## config.mk

```make
export PLATFORM = sky130hd
export DESIGN_NAME = stream_mux4
export DESIGN_NICKNAME = d
export VERILOG_FILES = /design/src/rtl/stream_mux4.sv
export SDC_FILE = /design/constraint.sdc
export NUM_CORES = 1
export LEC_CHECK = 0
export ABC_CLOCK_PERIOD_IN_PS = 2000
export CAP_MARGIN = 0
export CORE_MARGIN = 10
export CORE_UTILIZATION = 35
export DETAILED_ROUTE_END_ITERATION = 8
export GPL_TIMING_DRIVEN = 1
export HOLD_SLACK_MARGIN = 0.02
export PLACE_DENSITY = 0.81
export SLEW_MARGIN = 20
export SYNTH_ARGS = -nofsm -noshare
export SYNTH_HDL_FRONTEND = slang
export SYNTH_SLANG_ARGS = --single-unit
export TNS_END_PERCENT = 10
```

## constraint.sdc

```tcl
create_clock -name clk -period 2 [get_ports clk]
set_input_delay 0.4 -clock clk [delete_from_list [all_inputs] [get_ports clk]]
set_output_delay 0.4 -clock clk [all_outputs]
set_load 0.02 [all_outputs]
```

## src/rtl/stream_mux4.sv

```systemverilog
// Four-to-one valid/ready merge with round-robin packet arbitration.
// A granted channel owns the single output slot until its last beat.
module stream_mux4 #(
    parameter int WIDTH = 16
) (
    input  logic               clk,
    input  logic               reset,
    input  logic [3:0]         in_valid,
    input  logic [4*WIDTH-1:0] in_data,
    input  logic [3:0]         in_last,
    output logic [3:0]         in_ready,
    output logic               out_valid,
    output logic [WIDTH-1:0]   out_data,
    output logic               out_last,
    output logic [1:0]         out_sel,
    input  logic               out_ready
);

    typedef enum logic {
        S_IDLE,
        S_LOCKED
    } state_t;

    state_t           r_state;
    state_t           w_state_nxt;
    logic [1:0]       r_ptr;
    logic [1:0]       w_ptr_nxt;
    logic [1:0]       r_lock;
    logic [1:0]       w_lock_nxt;

    logic             r_valid;
    logic [WIDTH-1:0] r_data;
    logic             r_last;
    logic [1:0]       r_sel;

    logic             w_free;
    logic             w_found;
    logic [1:0]       w_cand;
    logic [1:0]       w_src;
    logic [3:0]       w_ready;
    logic             w_acc;
    logic [WIDTH-1:0] w_beat_data;
    logic             w_beat_last;

    assign w_free = !r_valid || out_ready;

    // Descending scan so the lowest offset from ptr wins.
    always_comb begin
        logic [1:0] w_idx;
        w_found = 1'b0;
        w_cand  = r_ptr;
        w_idx   = r_ptr;
        for (int k = 3; k >= 0; k--) begin
            w_idx = r_ptr + 2'(k);
            if (in_valid[w_idx]) begin
                w_found = 1'b1;
                w_cand  = w_idx;
            end
        end
    end

    always_comb begin
        w_ready     = 4'b0000;
        w_src       = r_lock;
        w_state_nxt = r_state;
        w_ptr_nxt   = r_ptr;
        w_lock_nxt  = r_lock;
        if (!reset) begin
            unique case (r_state)
                S_IDLE: begin
                    w_src = w_cand;
                    if (w_free && w_found)
                        w_ready[w_cand] = 1'b1;
                end
                S_LOCKED: begin
                    w_src = r_lock;
                    w_ready[r_lock] = w_free;
                end
            endcase
        end
        w_acc       = in_valid[w_src] && w_ready[w_src];
        w_beat_last = in_last[w_src];
        w_beat_data = in_data[w_src*WIDTH +: WIDTH];
        if (w_acc) begin
            if (w_beat_last) begin
                w_state_nxt = S_IDLE;
                w_ptr_nxt   = w_src + 2'd1;
            end else begin
                w_state_nxt = S_LOCKED;
                w_lock_nxt  = w_src;
            end
        end
    end

    always_ff @(posedge clk) begin
        if (reset) begin
            r_state <= S_IDLE;
            r_ptr   <= 2'd0;
            r_lock  <= 2'd0;
        end else begin
            r_state <= w_state_nxt;
            r_ptr   <= w_ptr_nxt;
            r_lock  <= w_lock_nxt;
        end
    end

    always_ff @(posedge clk) begin
        if (reset) begin
            r_valid <= 1'b0;
            r_data  <= '0;
            r_last  <= 1'b0;
            r_sel   <= 2'd0;
        end else if (w_acc) begin
            r_valid <= 1'b1;
            r_data  <= w_beat_data;
            r_last  <= w_beat_last;
            r_sel   <= w_src;
        end else if (r_valid && out_ready) begin
            r_valid <= 1'b0;
        end
    end

    assign in_ready  = w_ready;
    assign out_valid = r_valid;
    assign out_data  = r_data;
    assign out_last  = r_last;
    assign out_sel   = r_sel;

endmodule

```

==> run metrics <==
Peak Freq=430 MHz; row cnt=25; Final min period=2320 ps; Final ANT Viol Nets=0; drt total wl=7.86 mm; Synth top area share=0.291; violated checks=negative setup slack; Final WS setup=-325 ps; critical path startpoint category=register; Die Wd=90.1 um; commonest non-fill, non-tap cell in the layout=clkdlybuf4s50_1; GRT Resource Usage Total=0.176; Syn Area/Cell=9.73 sq um; core area=4750 sq um; WS Path Type=register to register; initial antenna violation count=0; number of max-cap violations=0; CP Max Fanout=4; GRT overflow=0; Ys Warns=0; Clock transition at path regs=100 ps; CTS tree=yes; status=finished, violations left; vias in the first global route=2417; area post-placement=3120 sq um; Final nets=402; Yosys reg bits=25; Inst Count DP=374; initial core utilization=0.362; drt wl/cell=20.0 um; Final Max Tran Viols=0; worst r2r src=r_ptr[0]; H-Tree Depth=1; slew margin rel.=0.697; Port Buffers=98; die area=8120 sq um; CP startpoint=r_ptr[0]; Die H=90.1 um; ys async rst share=0; P per Cell Area=801 nW/um^2; clk_lat worst skew=280 ps; post-place setup slack=-908 ps; area occupied by multi-input gates=1460 sq um; Arrival @ worst endpoint=2490 ps; Setup-failing EPs final=29; Area Growth Syn to Fin=112%; fillers=315; post-synth cell types=46; Setup crit end kind=register; measured slew at the worst slew-check pin=451 ps; Detail Placement HPWL=5.44 mm; largest net degree at the start of global routing=19; initial DRC count=112; via count=2139; Num CTS Buffers=3; Via density=5.44; post-synthesis instance total=177; Mapped Area=1720 sq um; Ports=99; Routability Congestion=0.901; syn_nets=252; leakage=1.38 nW; Final Hold Fails=0; clk sink count=25; Worst VDD drop=408 uV; hold_sp=out_data[13]; final instance area=3650 sq um; utilization after layout=0.767; DRC viols=0; commonest cells after routing, fill and taps aside=clkdlybuf4s50_1, buf_4, dfxtp_1, buf_6, mux4_2; ant diodes=0; synth top area cells=dfxtp_1, mux4_2, nand3_1; DRT Pass-1 Iters=4; final setup TNS=-7380 ps; layout cells sized above 1=0.460; area leader, netlist=dfxtp_1; number of synthesized flops with an enable pin=0; sequential-to-total area share from yosys stat=0.291; Hold WC Path Type=register to register; RSZ-0062 raised after global routing=yes; fin crit share=1.16; Post-Layout Cell Count=393; FF+latch area=508 sq um; first-pass GRT wire length=11.8 mm; critical path required time=2170 ps; hold_buf cts=0; Max Root-Sink Buffers=2; Top FF cell, synth=dfxtp_1; final setup skew=9.92 ps; clock root buffer=clkbuf_8
-- power breakdown --
part / switching, mW / internal [mW] / leakage (nW)
Combinational: 0.859 / 1.06 / 1.15
Clock: 0.177 / 0.142 / 0.0217
Sequential: 0.0824 / 0.604 / 0.205
-- cells in the mapped netlist, types with 2 or more instances --
master    count
dfxtp_1      25
nand3_1      21
a21oi_1      19
mux4_2       16
o21ai_1       9
nand2_1       8
o21ai_2       8
inv_1         6
nand2b_1      6
nor2_1        6
mux2i_1       5
buf_2         4
buf_4         4
buf_6         2
clkbuf_1      2
nand3b_1      2
nor2b_1       2
nor3_1        2
o21ai_0       2
o31ai_2       2
-- layer usage --
layer	vias up	track usage	part of all wire
li1	984	-	-
met1	1043	0.161	0.34
met2	85	0.340	0.54
met3	27	0.0482	0.070
met4	0	0.102	0.047
met5	-	0	0
-- worst paths after layout --
kind              depth (start not counted)      endpoint  slack, ps
setup / recovery                         10      r_ptr[0]       -320
hold / removal                            2  out_data[13]        470
setup reg to reg                         10      r_ptr[0]       -320
hold reg to reg                           2  out_data[13]        470
-- repair_timing --
| action | in CTS | in global routing |
|---|---|---|
| gates cloned | 1 | 1 |
| pin swaps | 24 | 13 |
| setup endpoints to repair | 29 | 29 |
| resized for setup | 92 | 20 |
| buffers inserted | 8 | 5 |
-- sequential cells by signal (all words and copies together) (netlist names) --
name	cells
out_sel	2
r_state	1
r_lock	2
out_valid	1
r_ptr	2
out_last	1
out_data	16
-- cell type report --
type                    instances  share of cell area
multi-input cells             133               0.400
flip-flops and latches         25               0.139
well taps                      67              0.0230
clock buffers                   3              0.0113
clock inverters                 1             0.00206
inverters                       6             0.00618
repair buffers                158               0.418
-- logic make-up (layout without fill, tap and decap cells) --
kind of cell,count (synthesis),count (layout),synth area share
AO/OA/AOI/OAI,59,59,0.247
XOR/XNOR,1,1,0.00509
buffers and inverters,19,168,0.0618
flip-flops,25,25,0.291
multiplexers,22,22,0.245
AND/OR/NAND/NOR,51,51,0.150
-- metrics by stage --
stage                     total power, mW  hold slack (ps)
final                                2.92              470
after global routing                 3.07              493
after CTS                            2.74              466
after detailed placement             2.22              455
after global placement               2.18              449
after floorplan                      1.54              464
-- critical path: stages (launching register included) --
cell	delay (ps)
dfxtp_4	370
nand2b_4	140
a21bo_4	230
buf_6	120
a31oi_4	200
o2bb2a_4	190
buf_6	120
a221oi_4	310
buf_4	180
o21ai_4	60
mux2_4	300
Note: power is estimated with default switching activity, not from simulation.
